$ cat config.mk
export PLATFORM = sky130hd
export DESIGN_NAME = pong_pixel_engine
export DESIGN_NICKNAME = d
export VERILOG_FILES = /design/src/rtl/pong_pkg.sv /design/src/rtl/pong_ball_motion.sv /design/src/rtl/pong_pixel_engine.sv
export SDC_FILE = /design/constraint.sdc
export NUM_CORES = 1
export LEC_CHECK = 0
export ABC_AREA = 1
export BUFFER_PORTS_ARGS = -buffer_cell sky130_fd_sc_hd__buf_4
export CAP_MARGIN = 25
export CORE_MARGIN = 2
export CORE_UTILIZATION = 50
export DETAILED_ROUTE_END_ITERATION = 7
export HOLD_SLACK_MARGIN = 0.06
export PLACE_DENSITY = 0.72
export SLEW_MARGIN = 30
export SYNTH_ARGS = -nofsm -noshare
export SYNTH_HDL_FRONTEND = slang
export SYNTH_SLANG_ARGS = --single-unit
$ cat constraint.sdc
create_clock -name clock -period 6.9 [get_ports clock]
set_input_delay 0.345 -clock clock [delete_from_list [all_inputs] [get_ports clock]]
set_output_delay 0.345 -clock clock [all_outputs]
set_load 0.05 [all_outputs]
$ cat src/rtl/pong_pkg.sv
// Shared types and default geometry/colour constants for the Pong pixel engine.
package pong_pkg;

    typedef logic [9:0] coord_t;

    typedef enum logic [1:0] {
        SERVE     = 2'd0,
        PLAY      = 2'd1,
        MISS_WAIT = 2'd2
    } ball_state_t;

    localparam int DEF_H_RES       = 640;
    localparam int DEF_V_RES       = 480;
    localparam int DEF_WALL_X_L    = 32;
    localparam int DEF_WALL_X_R    = 35;
    localparam int DEF_PADDLE_X_L  = 600;
    localparam int DEF_PADDLE_H    = 72;
    localparam int DEF_PADDLE_V    = 4;
    localparam int DEF_BALL_SIZE   = 8;
    localparam int DEF_BALL_V      = 2;
    localparam int DEF_BALL_X0     = 320;
    localparam int DEF_BALL_Y0     = 236;
    localparam int DEF_MISS_FRAMES = 60;
    localparam int DEF_SCORE_W     = 4;

    localparam logic [11:0] DEF_WALL_RGB   = 12'hFFF;
    localparam logic [11:0] DEF_PADDLE_RGB = 12'h0F0;
    localparam logic [11:0] DEF_BG_RGB     = 12'h000;

    // Coordinates are compared at 11 bits so that sums never wrap.
    function automatic logic [10:0] ext11(input coord_t v);
        return {1'b0, v};
    endfunction

endpackage

$ cat src/rtl/pong_ball_motion.sv
// Ball state machine: serve, per-frame motion with wall/floor/paddle bounces, miss handling.
module pong_ball_motion
    import pong_pkg::*;
#(
    parameter int H_RES       = DEF_H_RES,
    parameter int V_RES       = DEF_V_RES,
    parameter int WALL_X_R    = DEF_WALL_X_R,
    parameter int PADDLE_X_L  = DEF_PADDLE_X_L,
    parameter int PADDLE_H    = DEF_PADDLE_H,
    parameter int BALL_SIZE   = DEF_BALL_SIZE,
    parameter int BALL_V      = DEF_BALL_V,
    parameter int BALL_X0     = DEF_BALL_X0,
    parameter int BALL_Y0     = DEF_BALL_Y0,
    parameter int MISS_FRAMES = DEF_MISS_FRAMES
) (
    input  logic   clock,
    input  logic   reset,
    input  logic   frame_tick,
    input  logic   btn_serve,
    input  coord_t paddle_y,
    output coord_t ball_x,
    output coord_t ball_y,
    output logic   visible,
    output logic   hit,
    output logic   miss
);

    localparam int CNT_W = (MISS_FRAMES > 1) ? $clog2(MISS_FRAMES) : 1;

    ball_state_t      state;
    logic             dx_neg;
    logic             dy_neg;
    logic [CNT_W-1:0] frame_cnt;

    logic [10:0] bx, by, py, right_edge;
    logic        dx_neg_nx, dy_neg_nx, paddle_hit, wall_miss;
    coord_t      x_nx, y_nx;

    assign bx         = ext11(ball_x);
    assign by         = ext11(ball_y);
    assign py         = ext11(paddle_y);
    assign right_edge = bx + 11'(BALL_SIZE - 1);

    always_comb begin
        dy_neg_nx = dy_neg;
        if (by <= 11'(BALL_V))
            dy_neg_nx = 1'b0;
        else if (by + 11'(BALL_SIZE + BALL_V) >= 11'(V_RES))
            dy_neg_nx = 1'b1;

        dx_neg_nx  = dx_neg;
        paddle_hit = 1'b0;
        wall_miss  = 1'b0;
        if (bx <= 11'(WALL_X_R + BALL_V)) begin
            dx_neg_nx = 1'b0;
        end else if (!dx_neg
                     && right_edge >= 11'(PADDLE_X_L - BALL_V)
                     && right_edge <= 11'(PADDLE_X_L - 1)
                     && by + 11'(BALL_SIZE - 1) >= py
                     && by <= py + 11'(PADDLE_H - 1)) begin
            dx_neg_nx  = 1'b1;
            paddle_hit = 1'b1;
        end else if (bx + 11'(BALL_SIZE) >= 11'(H_RES - BALL_V)) begin
            wall_miss = 1'b1;
        end
    end

    assign x_nx = dx_neg_nx ? ball_x - coord_t'(BALL_V) : ball_x + coord_t'(BALL_V);
    assign y_nx = dy_neg_nx ? ball_y - coord_t'(BALL_V) : ball_y + coord_t'(BALL_V);

    // Strobe lines up with the tick edge so the score updates in the same frame.
    assign miss = frame_tick && (state == PLAY) && wall_miss;

    always_ff @(posedge clock or negedge reset) begin
        if (!reset) begin
            state     <= SERVE;
            ball_x    <= coord_t'(BALL_X0);
            ball_y    <= coord_t'(BALL_Y0);
            dx_neg    <= 1'b1;
            dy_neg    <= 1'b0;
            frame_cnt <= '0;
            visible   <= 1'b1;
            hit       <= 1'b0;
        end else begin
            hit <= 1'b0;
            if (frame_tick) begin
                case (state)
                    SERVE: begin
                        if (btn_serve)
                            state <= PLAY;
                    end
                    PLAY: begin
                        if (wall_miss) begin
                            state     <= MISS_WAIT;
                            frame_cnt <= '0;
                            visible   <= 1'b0;
                        end else begin
                            dx_neg <= dx_neg_nx;
                            dy_neg <= dy_neg_nx;
                            ball_x <= x_nx;
                            ball_y <= y_nx;
                            hit    <= paddle_hit;
                        end
                    end
                    MISS_WAIT: begin
                        if (frame_cnt == CNT_W'(MISS_FRAMES - 1)) begin
                            state   <= SERVE;
                            ball_x  <= coord_t'(BALL_X0);
                            ball_y  <= coord_t'(BALL_Y0);
                            dx_neg  <= 1'b1;
                            dy_neg  <= 1'b0;
                            visible <= 1'b1;
                        end else begin
                            frame_cnt <= frame_cnt + 1'b1;
                        end
                    end
                    default: state <= SERVE;
                endcase
            end
        end
    end

endmodule

$ cat src/rtl/pong_pixel_engine.sv
// Pong pixel engine: frame tick, paddle control, miss score and registered pixel colour mux.
module pong_pixel_engine
    import pong_pkg::*;
#(
    parameter int          H_RES       = DEF_H_RES,
    parameter int          V_RES       = DEF_V_RES,
    parameter int          WALL_X_L    = DEF_WALL_X_L,
    parameter int          WALL_X_R    = DEF_WALL_X_R,
    parameter int          PADDLE_X_L  = DEF_PADDLE_X_L,
    parameter int          PADDLE_H    = DEF_PADDLE_H,
    parameter int          PADDLE_V    = DEF_PADDLE_V,
    parameter int          BALL_SIZE   = DEF_BALL_SIZE,
    parameter int          BALL_V      = DEF_BALL_V,
    parameter int          BALL_X0     = DEF_BALL_X0,
    parameter int          BALL_Y0     = DEF_BALL_Y0,
    parameter int          MISS_FRAMES = DEF_MISS_FRAMES,
    parameter int          SCORE_W     = DEF_SCORE_W,
    parameter logic [11:0] WALL_RGB    = DEF_WALL_RGB,
    parameter logic [11:0] PADDLE_RGB  = DEF_PADDLE_RGB,
    parameter logic [11:0] BG_RGB      = DEF_BG_RGB
) (
    input  logic               clock,
    input  logic               reset,
    input  logic               video_on,
    input  logic [9:0]         pixel_x,
    input  logic [9:0]         pixel_y,
    input  logic [11:0]        ball_rgb,
    input  logic               btn_up,
    input  logic               btn_down,
    input  logic               btn_serve,
    output logic [11:0]        rgb_out,
    output logic [SCORE_W-1:0] miss_count,
    output logic               hit
);

    localparam int PADDLE_Y_MAX = V_RES - PADDLE_H;

    logic   tick_pos, tick_pos_d, frame_tick;
    coord_t paddle_y, ball_x, ball_y;
    logic   visible, miss;

    // First line below the visible area, column 0: one tick per frame at any pixel rate.
    assign tick_pos   = (pixel_y == coord_t'(V_RES)) && (pixel_x == '0);
    assign frame_tick = tick_pos && !tick_pos_d;

    always_ff @(posedge clock or negedge reset) begin
        if (!reset)
            tick_pos_d <= 1'b0;
        else
            tick_pos_d <= tick_pos;
    end

    always_ff @(posedge clock or negedge reset) begin
        if (!reset) begin
            paddle_y <= coord_t'(PADDLE_Y_MAX / 2);
        end else if (frame_tick) begin
            if (btn_up && !btn_down)
                paddle_y <= (paddle_y <= coord_t'(PADDLE_V)) ? '0 : paddle_y - coord_t'(PADDLE_V);
            else if (btn_down && !btn_up)
                paddle_y <= (ext11(paddle_y) + 11'(PADDLE_V) >= 11'(PADDLE_Y_MAX))
                            ? coord_t'(PADDLE_Y_MAX) : paddle_y + coord_t'(PADDLE_V);
        end
    end

    always_ff @(posedge clock or negedge reset) begin
        if (!reset)
            miss_count <= '0;
        else if (miss && (miss_count != '1))
            miss_count <= miss_count + 1'b1;
    end

    pong_ball_motion #(
        .H_RES      (H_RES),
        .V_RES      (V_RES),
        .WALL_X_R   (WALL_X_R),
        .PADDLE_X_L (PADDLE_X_L),
        .PADDLE_H   (PADDLE_H),
        .BALL_SIZE  (BALL_SIZE),
        .BALL_V     (BALL_V),
        .BALL_X0    (BALL_X0),
        .BALL_Y0    (BALL_Y0),
        .MISS_FRAMES(MISS_FRAMES)
    ) u_motion (
        .clock     (clock),
        .reset     (reset),
        .frame_tick(frame_tick),
        .btn_serve (btn_serve),
        .paddle_y  (paddle_y),
        .ball_x    (ball_x),
        .ball_y    (ball_y),
        .visible   (visible),
        .hit       (hit),
        .miss      (miss)
    );

    logic [10:0] px, py, pad_y, bx, by;
    logic        in_wall, in_paddle, in_ball;
    logic [11:0] colour;

    assign px    = ext11(pixel_x);
    assign py    = ext11(pixel_y);
    assign pad_y = ext11(paddle_y);
    assign bx    = ext11(ball_x);
    assign by    = ext11(ball_y);

    assign in_wall   = (px >= 11'(WALL_X_L)) && (px <= 11'(WALL_X_R));
    assign in_paddle = (px >= 11'(PADDLE_X_L)) && (px <= 11'(PADDLE_X_L + 3))
                    && (py >= pad_y) && (py <= pad_y + 11'(PADDLE_H - 1));
    assign in_ball   = visible
                    && (px >= bx) && (px <= bx + 11'(BALL_SIZE - 1))
                    && (py >= by) && (py <= by + 11'(BALL_SIZE - 1));

    always_comb begin
        colour = BG_RGB;
        if (in_wall)
            colour = WALL_RGB;
        else if (in_paddle)
            colour = PADDLE_RGB;
        else if (in_ball)
            colour = ball_rgb;
    end

    always_ff @(posedge clock or negedge reset) begin
        if (!reset)
            rgb_out <= '0;
        else
            rgb_out <= video_on ? colour : '0;
    end

endmodule

==> results_dict.tcl, run 1 <==
set metrics [dict create \
    status "finished clean" \
    diodes 0 \
    rrSetupSlack_ps 2740 \
    drt_wl_total_um 16400 \
    drive_gt1_share_pct 12.6 \
    vias 5985 \
    grt_pass1_vias 5637 \
    slew_viol_final 0 \
    dp.cells 1103 \
    synth_ff_type "dfrtp_1" \
    drt-vias-per-instance 5.39 \
    dieHeight_um 116 \
    grt_max_degree 56 \
    min_path_type "input pin to asynchronous set/reset pin" \
    max_freq_ghz 0.240 \
    synth_fp_nets 1035 \
    gp_congestion 0.972 \
    synth_area_per_cell_um2 6.97 \
    cts_tree "yes" \
    cp.required_ps 7090 \
    port_buffers 54 \
    die_area_um2 13500 \
    cts_hold_buf 0 \
    nets 1076 \
    wl_per_cell_um 14.7 \
    flow.area_growth_from_synthesis_pct 10.1 \
    yosysTopAreaCell "ha_1" \
    ys_seq_area_share_pct 22.2 \
    relSlewSlack_pct 52.7 \
    crit_family "simple AND/OR/NAND/NOR gates" \
    cp-end-kind "flop" \
    core_area_um2 12200 \
    worstSetupPathType "flop to flop" \
    setup_viol 0 \
    critPathBufInv 3 \
    clock-sinks 55 \
    rr_endpoint "u_motion.ball_x[9]$_DFFE_PN0P_" \
    stdcell_area_um2 6920 \
    clockRootBuffer "clkbuf_16" \
    rr_worst_depth 25 \
    insertion_delay_ps 300 \
    numCtsBuffers 5 \
    htree_levels 2 \
    r2r-start "u_motion.ball_y[3]$_DFFE_PN1P_" \
    drtPass1Iterations 5 \
    cp_slowest_cell "dfstp_2" \
    critPathMaxFanout 12 \
    ys_async_sr_fraction_pct 100 \
    groute.usage.overall_pct 24.8 \
    overflow 0 \
    path_common_cell "nand2_1" \
    critPathLaunch "u_motion.ball_y[3]$_DFFE_PN1P_" \
    worst_slew_pin_slew_ps 709 \
    grt_pass1_wl_um 26800 \
    vdd_ir_drop_max_mv 0.0925 \
    post-route-util_pct 56.9 \
    yosysTopAreaCellShare_pct 18.9 \
    postCtsSetupBuffers 0 \
    start_kind "flop" \
    cp.arrival_ps 4350 \
    clockBufferDepth 2 \
    p_leak_nw 3.44 \
    finalCriticalPeriod_ps 4160 \
    path_clk_slew_ps 70 \
    whs_ps 88.1 \
    synth_area_um2 6280 \
    rows 40 \
    hold_violations 0 \
    synth-seq-cells 55 \
    drtIter0Drc 287 \
    finClkSkew_ps 6.97 \
    hpwl_um 13000 \
    layoutNonFillerInstCount 1111 \
    ys_warn_count 0 \
    slowest_delay_ps 660 \
    period_share_pct 60.3 \
    antenna_left 0 \
    synth_edf_count 0 \
    fin_setup_tns_ps 0 \
    synth_area_leaders "ha_1 19%, dfrtp_1 17%, nand2_1 13%, inv_1 6.0%, dfstp_2 5.4%" \
    power_density_nw_per_um2 97.7 \
    antenna_found_initial 0 \
    ctsResizeCount 0 \
    drc_errors 0 \
    max_cap_viol_count 0 \
    postPlaceCellArea_um2 6760 \
    yosys.cell_types.count 45 \
    synth_cells 901 \
    io_pins 55 \
    rsz0062_at_grt "no" \
    initial_utilization_pct 51.7 \
    fp.dieW_um 116 \
]
-- synth_stat cells (9+ instances only) --
master / number
nor3_1: 14
nand2_2: 9
ha_1: 95
o21ai_0: 29
nand3_1: 55
inv_1: 100
dfrtp_1: 42
nand2_1: 218
nand4_1: 32
nor2_1: 84
o21ai_2: 11
o21ai_1: 11
xor2_1: 33
dfstp_2: 13
a21oi_1: 57
-- cells in the final DEF, fill, tap and decap left out, drive strengths merged --
master    count
or2           2
dfrtp        42
a211oi        1
nor3b         1
and2          2
ha           95
nand3b        3
dfstp        13
a21oi        57
o31ai         3
clkinvlp      1
xor2         33
o22ai         1
nand3        59
o211ai        5
o21bai        1
nand4        32
and3          1
nor4          7
a21o          3
xnor2         7
clkbuf        6
clkinv        6
o21a          6
nor3         14
buf          54
nand2       228
a22oi         1
o2111ai       3
o21ai        51
a31oi         3
nor2         93
fa            1
or3           1
inv         107
-- cells by family after synthesis --
kind of cell / Yosys count / synth area share [%]
simple gates: 443 / 31.7
compound gates: 135 / 12.5
buf+inv: 132 / 8.88
fa+ha+maj: 96 / 19.2
flops: 55 / 22.2
xor+xnor: 40 / 5.58
-- layer usage --
metal	track usage, %	vias up	part of all wire [%]
met1	31.2	2733	44
met3	3.37	38	3.6
met4	9.68	0	3.0
met2	43.3	138	49
met5	0	-	0
li1	-	3076	-
-- metrics by stage --
| stage | setup WS, ps | power (mW) |
|---|---|---|
| 2_1_floorplan | 3160 | 0.370 |
| 3_3_place_gp | 2860 | 0.412 |
| 3_5_place_dp | 2770 | 0.413 |
| 4_1_cts | 2760 | 0.680 |
| 5_1_grt | 2250 | 0.706 |
| 6_report | 2740 | 0.676 |
-- how the worst max path moves through the flow --
stage               depth (start not counted)  slack, ps                              to
global route                               25       2250  u_motion.ball_x[9]$_DFFE_PN0P_
detailed placement                         25       2770  u_motion.ball_x[9]$_DFFE_PN0P_
floorplan                                  26       3160  u_motion.ball_x[9]$_DFFE_PN0P_
CTS                                        25       2760  u_motion.ball_x[9]$_DFFE_PN0P_
global placement                           25       2860  u_motion.ball_x[9]$_DFFE_PN0P_
finish                                     25       2740  u_motion.ball_x[9]$_DFFE_PN0P_
-- area by class of cell --
type	instances	area [um2]
clock inverter	2	16.3
multi-input combinational	714	4330
tap	168	210
fill	1200	5250
clock buffer	6	139
inverter	112	420
sequential	55	1390
timing repair buffer	54	405
-- sequential cells by signal (all words and copies together), names as in the netlist --
signal,flops
u_motion.state,2
u_motion.hit,1
miss_count,4
u_motion.frame_cnt,6
paddle_y,8
u_motion.dx_neg,1
u_motion.visible,1
u_motion.ball_x,9
u_motion.dy_neg,1
rgb_out,12
u_motion.ball_y,9
tick_pos_d,1
-- where the power goes --
group,internal [mW],total (mW),switching (mW)
combinational,0.0339,0.0843,0.0504
clock,0.145,0.268,0.123
sequential,0.323,0.323,0.000117
No activity file was read; power rests on OpenSTA's default activity.
==> run 2: changes to the inputs <==
PLACE_DENSITY = 0.74   (was 0.72)
clock period = 3.7 ns   (was 6.9 ns; I/O delays follow)
==> run 2 against run 1 <==
  * Worst hold slack improved by 69 ps
  * Wire length rose by 3.9%
  * Utilization grew 4.7 points
  * Largest cell class unchanged
  * First-iteration DRC count up 40%
  * Highest routed layer unchanged
  * Critical endpoint unchanged
  * Die area unchanged
  * Power rose by 83%
  * Maximum frequency up 15%
==> results_dict.tcl, run 2 (synthesis gave the netlist of run 1 again) <==
set metrics [dict create \
    cts_tree "yes" \
    grt_max_degree 56 \
    period_share_pct 97.6 \
    path_common_cell "nand2_1" \
    gp_congestion 0.975 \
    drtIter0Drc 403 \
    cp.arrival_ps 3800 \
    power_frac_comb_pct 12.7 \
    initial_utilization_pct 51.7 \
    switchingPower_mw 0.323 \
    max_cap_viol_count 0 \
    dieHeight_um 116 \
    drt-vias-per-instance 5.31 \
    worst_slew_pin_slew_ps 734 \
    p_clk_share_pct 38.7 \
    clockRootBuffer "clkbuf_16" \
    layoutNonFillerInstCount 1161 \
    hpwl_um 13100 \
    drt_wl_total_um 17000 \
    grt_pass1_wl_um 27300 \
    clock-sinks 55 \
    critPathBufInv 1 \
    antenna_found_initial 0 \
    port_buffers 54 \
    diodes 0 \
    rsz0062_at_grt "yes" \
    power_density_nw_per_um2 166 \
    fp.dieW_um 116 \
    drc_errors 0 \
    whs_ps 157 \
    critPathMaxFanout 7 \
    start_kind "flop" \
    drive_gt1_share_pct 20.6 \
    status "finished clean" \
    drtPass1Iterations 5 \
    grt_pass1_vias 5763 \
    fill_cells 1100 \
    hold_violations 0 \
    max_freq_ghz 0.277 \
    finalCriticalPeriod_ps 3610 \
    post-route-util_pct 61.5 \
    wl_per_cell_um 14.6 \
    cp-end-kind "flop" \
    vdd_ir_drop_max_mv 0.146 \
    dp.cells 1139 \
    io_pins 55 \
    path_clk_slew_ps 70 \
    insertion_delay_ps 300 \
    flow.area_growth_from_synthesis_pct 19.1 \
    seqPwrFrac_pct 48.6 \
    layout_common_cells "211 x nand2_1, 102 x buf_4, 96 x inv_1" \
    swShare_pct 26.0 \
    groute.usage.overall_pct 25.4 \
    vias 6160 \
    overflow 0 \
    numCtsBuffers 5 \
    relSlewSlack_pct 51.1 \
    core_area_um2 12200 \
    p_int_mw 0.917 \
    cp.required_ps 3900 \
    min_path_type "input pin to flop" \
    largest_reg_flops 12 \
    rows 40 \
    clockBufferDepth 2 \
    cp_slowest_cell "dfstp_2" \
    setup_viol 0 \
    antenna_left 0 \
    finClkSkew_ps 6.64 \
    slew_viol_final 0 \
    nets 1126 \
    slowest_delay_ps 630 \
    crit_family "simple AND/OR/NAND/NOR gates" \
    final_common_cell "nand2_1" \
    die_area_um2 13500 \
    p_leak_nw 3.66 \
    reg_top3 "rgb_out: 12 flops, u_motion.ball_x: 9 flops, u_motion.ball_y: 9 flops" \
    worstSetupPathType "flop to flop" \
    htree_levels 2 \
    largest-register "rgb_out" \
]
[run 2: cell count changes in the layout (fill, tap and decap cells not counted), moves of 5 or more]
cell,change
nand2_2,+6
ha_4,+6
nand2_1,-7
buf_4,+48
nor2_1,-5
ha_1,-7
[run 2: through the flow]
stage / total power [mW] / cell area, um2 / setup TNS [ps] / setup WS [ps]
2_1_floorplan: 0.691 / 6280 / 0 / 58.0
3_3_place_gp: 0.767 / 7030 / 0 / 73.3
3_5_place_dp: 0.770 / 7030 / -45.5 / -45.5
4_1_cts: 1.25 / 7200 / 0 / 4.98
5_1_grt: 1.30 / 7480 / -244 / -166
6_report: 1.24 / 7480 / 0 / 90.3
[run 2: cell type report]
type                       count  area [um2]  area share (%)
clock buffer                   6         129            1.72
multi-input combinational    714        4530            60.5
timing repair buffer         104         787            10.5
inverter                     112         420            5.62
tap                          168         210            2.81
sequential                    55        1400            18.6
clock inverter                 2        12.5           0.167
[run 2: power by group through the flow]
stage / Clock (mW) / Combinational (mW) / Sequential (mW)
finish: 0.479 / 0.158 / 0.602
global route: 0.514 / 0.180 / 0.602
CTS: 0.491 / 0.158 / 0.602
detailed placement: 0 / 0.156 / 0.613
global placement: 0 / 0.153 / 0.613
floorplan: 0 / 0.0748 / 0.616
[run 2: layer usage]
metal  up-vias  GRT usage, %  share of wire (%)
met5         -             0                  0
met4         0          10.7                3.8
li1       3169             -                  -
met2       154          43.4                 48
met3        48          2.70                4.3
met1      2789          32.9                 44
[run 2: final timing paths]
path                                                  start                        endpoint  slack, ps  cells past startpoint
max in group asynchronous                             reset         paddle_y[4]$_DFFE_PN0P_       2690                      2
worst max-delay path                paddle_y[2]$_DFFE_PN1P_  u_motion.ball_x[9]$_DFFE_PN0P_         90                     25
worst max register to register      paddle_y[2]$_DFFE_PN1P_  u_motion.ball_x[9]$_DFFE_PN0P_         90                     25
worst min register to register  u_motion.dx_neg$_DFFE_PN1P_     u_motion.dx_neg$_DFFE_PN1P_        500                      2
worst min-delay path                            ball_rgb[9]            rgb_out[9]$_DFF_PN0_        160                      3
min in group asynchronous                             reset  u_motion.ball_y[4]$_DFFE_PN0P_        490                      2
[run 2: timing repair]
action                                  CTS  global route
pin swaps                                 1            19
endpoints found under the setup margin    1             5
buffers inserted                          1            12
hold buffers                              1             0
gates cloned                              0             0
endpoints found under the hold margin    42             0
resized for setup                         2            44
[run 2: worst min-delay path, stage by stage]
cell,delay (ps)
buf_4,110
nand4_1,70
a21oi_1,50
==> run 3: changes to the inputs <==
CELL_PAD_IN_SITES_DETAIL_PLACEMENT = 0   (was not set)
CELL_PAD_IN_SITES_GLOBAL_PLACEMENT = 2   (was not set)
CORE_UTILIZATION = 32   (was 50)
PLACE_DENSITY = 0.82   (was 0.74)
==> run 3 against run 2 <==
  * Clock power is 7.3% higher
  * Cell count is 9.7% higher
  * Clock-buffer cell count stayed put
  * Non-clock buffer count is 16 higher
  * Die area is 54% higher
  * First-iteration DRC count is 22% lower
==> results_dict.tcl, run 3 (synthesis gave the netlist of run 1 again) <==
set metrics [dict create \
    status "finished clean" \
    core_area_um2 19300 \
    io_pins 55 \
    drtPass1Iterations 5 \
    start_kind "flop" \
    worst_slew_pin_slew_ps 782 \
    htree_levels 2 \
    clockRootBuffer "clkbuf_16" \
    worstSetupPathType "flop to flop" \
    initial_utilization_pct 32.5 \
    clockBufferDepth 2 \
    grt_pass1_vias 6000 \
    slew_viol_final 0 \
    p_clk_share_pct 40.3 \
    max_cap_viol_count 0 \
    period_share_pct 95.1 \
    port_buffers 54 \
    overflow 0 \
    hold_violations 0 \
    drt-vias-per-instance 4.84 \
    antenna_left 0 \
    path_clk_slew_ps 80 \
    reg_top3 "rgb_out: 12 flops, u_motion.ball_x: 9 flops, u_motion.ball_y: 9 flops" \
    vias 6160 \
    seqPwrFrac_pct 47.2 \
    flow.area_growth_from_synthesis_pct 23.7 \
    switchingPower_mw 0.339 \
    dieHeight_um 144 \
    swShare_pct 26.6 \
    p_int_mw 0.937 \
    rows 51 \
    diodes 0 \
    nets 1142 \
    min_path_type "input pin to flop" \
    insertion_delay_ps 300 \
    layout_common_cells "213 x nand2_1, 118 x buf_4, 100 x inv_1" \
    max_freq_ghz 0.284 \
    groute.usage.overall_pct 18.8 \
    gp_congestion 0.856 \
    power_density_nw_per_um2 164 \
    drt_wl_total_um 19300 \
    cp-end-kind "flop" \
    clock-sinks 55 \
    cp.arrival_ps 3750 \
    wl_per_cell_um 15.1 \
    setup_viol 0 \
    p_leak_nw 3.78 \
    hpwl_um 15400 \
    die_area_um2 20800 \
    fp.dieW_um 144 \
    drc_errors 0 \
    grt_pass1_wl_um 30600 \
    largest_reg_flops 12 \
    cts_tree "yes" \
    vdd_ir_drop_max_mv 0.161 \
    whs_ps 152 \
    drtIter0Drc 316 \
    relSlewSlack_pct 47.9 \
    final_common_cell "nand2_1" \
    drive_gt1_share_pct 21.7 \
    power_frac_comb_pct 12.6 \
    fin_ws_ps 182 \
    critPathMaxFanout 8 \
    largest-register "rgb_out" \
    finClkSkew_ps 3.25 \
    finalCriticalPeriod_ps 3520 \
    numCtsBuffers 5 \
    pre_cts_slack_ps -14.0 \
    antenna_found_initial 0 \
    cp.required_ps 3930 \
    grt_max_degree 56 \
    rsz0062_at_grt "yes" \
]
run 3: power by group through the flow:
stage,Sequential (mW),Clock (mW),Combinational [mW]
finish,0.602,0.514,0.160
global route,0.602,0.549,0.184
CTS,0.602,0.529,0.163
detailed placement,0.614,0,0.161
global placement,0.614,0,0.160
floorplan,0.616,0,0.0748
run 3: worst paths after layout:
path,endpoint,slack (ps),depth (start not counted),start
worst min register to register,u_motion.visible$_DFFE_PN1P_,490,2,u_motion.visible$_DFFE_PN1P_
max in group asynchronous,tick_pos_d$_DFF_PN0_,2690,2,reset
worst max-delay path,u_motion.ball_x[6]$_DFFE_PN1P_,180,22,paddle_y[2]$_DFFE_PN1P_
worst max register to register,u_motion.ball_x[6]$_DFFE_PN1P_,180,22,paddle_y[2]$_DFFE_PN1P_
min in group asynchronous,paddle_y[5]$_DFFE_PN0P_,500,2,reset
worst min-delay path,rgb_out[6]$_DFF_PN0_,150,3,ball_rgb[6]
run 3: final cells by class:
| cell class | count | area, um2 |
|---|---|---|
| fillers | 2072 | 11600 |
| multi-input cells | 714 | 4560 |
| flip-flops and latches | 55 | 1390 |
| repair buffers | 120 | 907 |
| inverters | 112 | 420 |
| well taps | 265 | 332 |
| clock buffers | 6 | 139 |
| clock inverters | 2 | 16.3 |
run 3: worst max-delay path: stages, from the launching register on:
cell and delay (ps):
dfstp_2 620, ha_4 160, nand3_1 100, a21oi_2 200, xor2_2 180, ha_1 260, a21o_1 160, nand3_1 70
nand2_1 60, nor2_2 110, nand2_2 70, nor2_4 100, nand2_4 90, nand2_8 110, ha_4 210, buf_4 150
a21oi_4 130, nand2_2 90, a21oi_2 120, o21ai_0 90, xor2_1 150, nor2_1 130, o21ai_2 70
run 3: per-stage QoR:
step	TNS [ps]	area (um2)	instances	total power [mW]	utilization, %
floorplan	0	6280	901	0.691	-
global route	-135	7770	1274	1.34	40.2
global placement	0	7320	1258	0.773	37.9
CTS	0	7490	1267	1.29	38.7
detailed placement	-14.0	7320	1258	0.775	37.9
finish	0	7770	1274	1.28	40.2
run 3: per-layer routing:
layer  track usage (%)  up-vias  share of wire (%)
li1                  -     3195                  -
met1              23.3     2868                 45
met2              34.6       80                 51
met3              1.85       17                2.0
met4              4.75        0                2.1
met5                 0        -                  0
run 3: timing repair:
item / 4_1_cts / 5_1_grt
pin swaps: 0 / 19
buffers inserted: 0 / 7
hold endpoints to repair: 42 / 0
endpoints found under the setup margin: 2 / 5
gates resized for setup: 1 / 44
hold buffers: 1 / 0
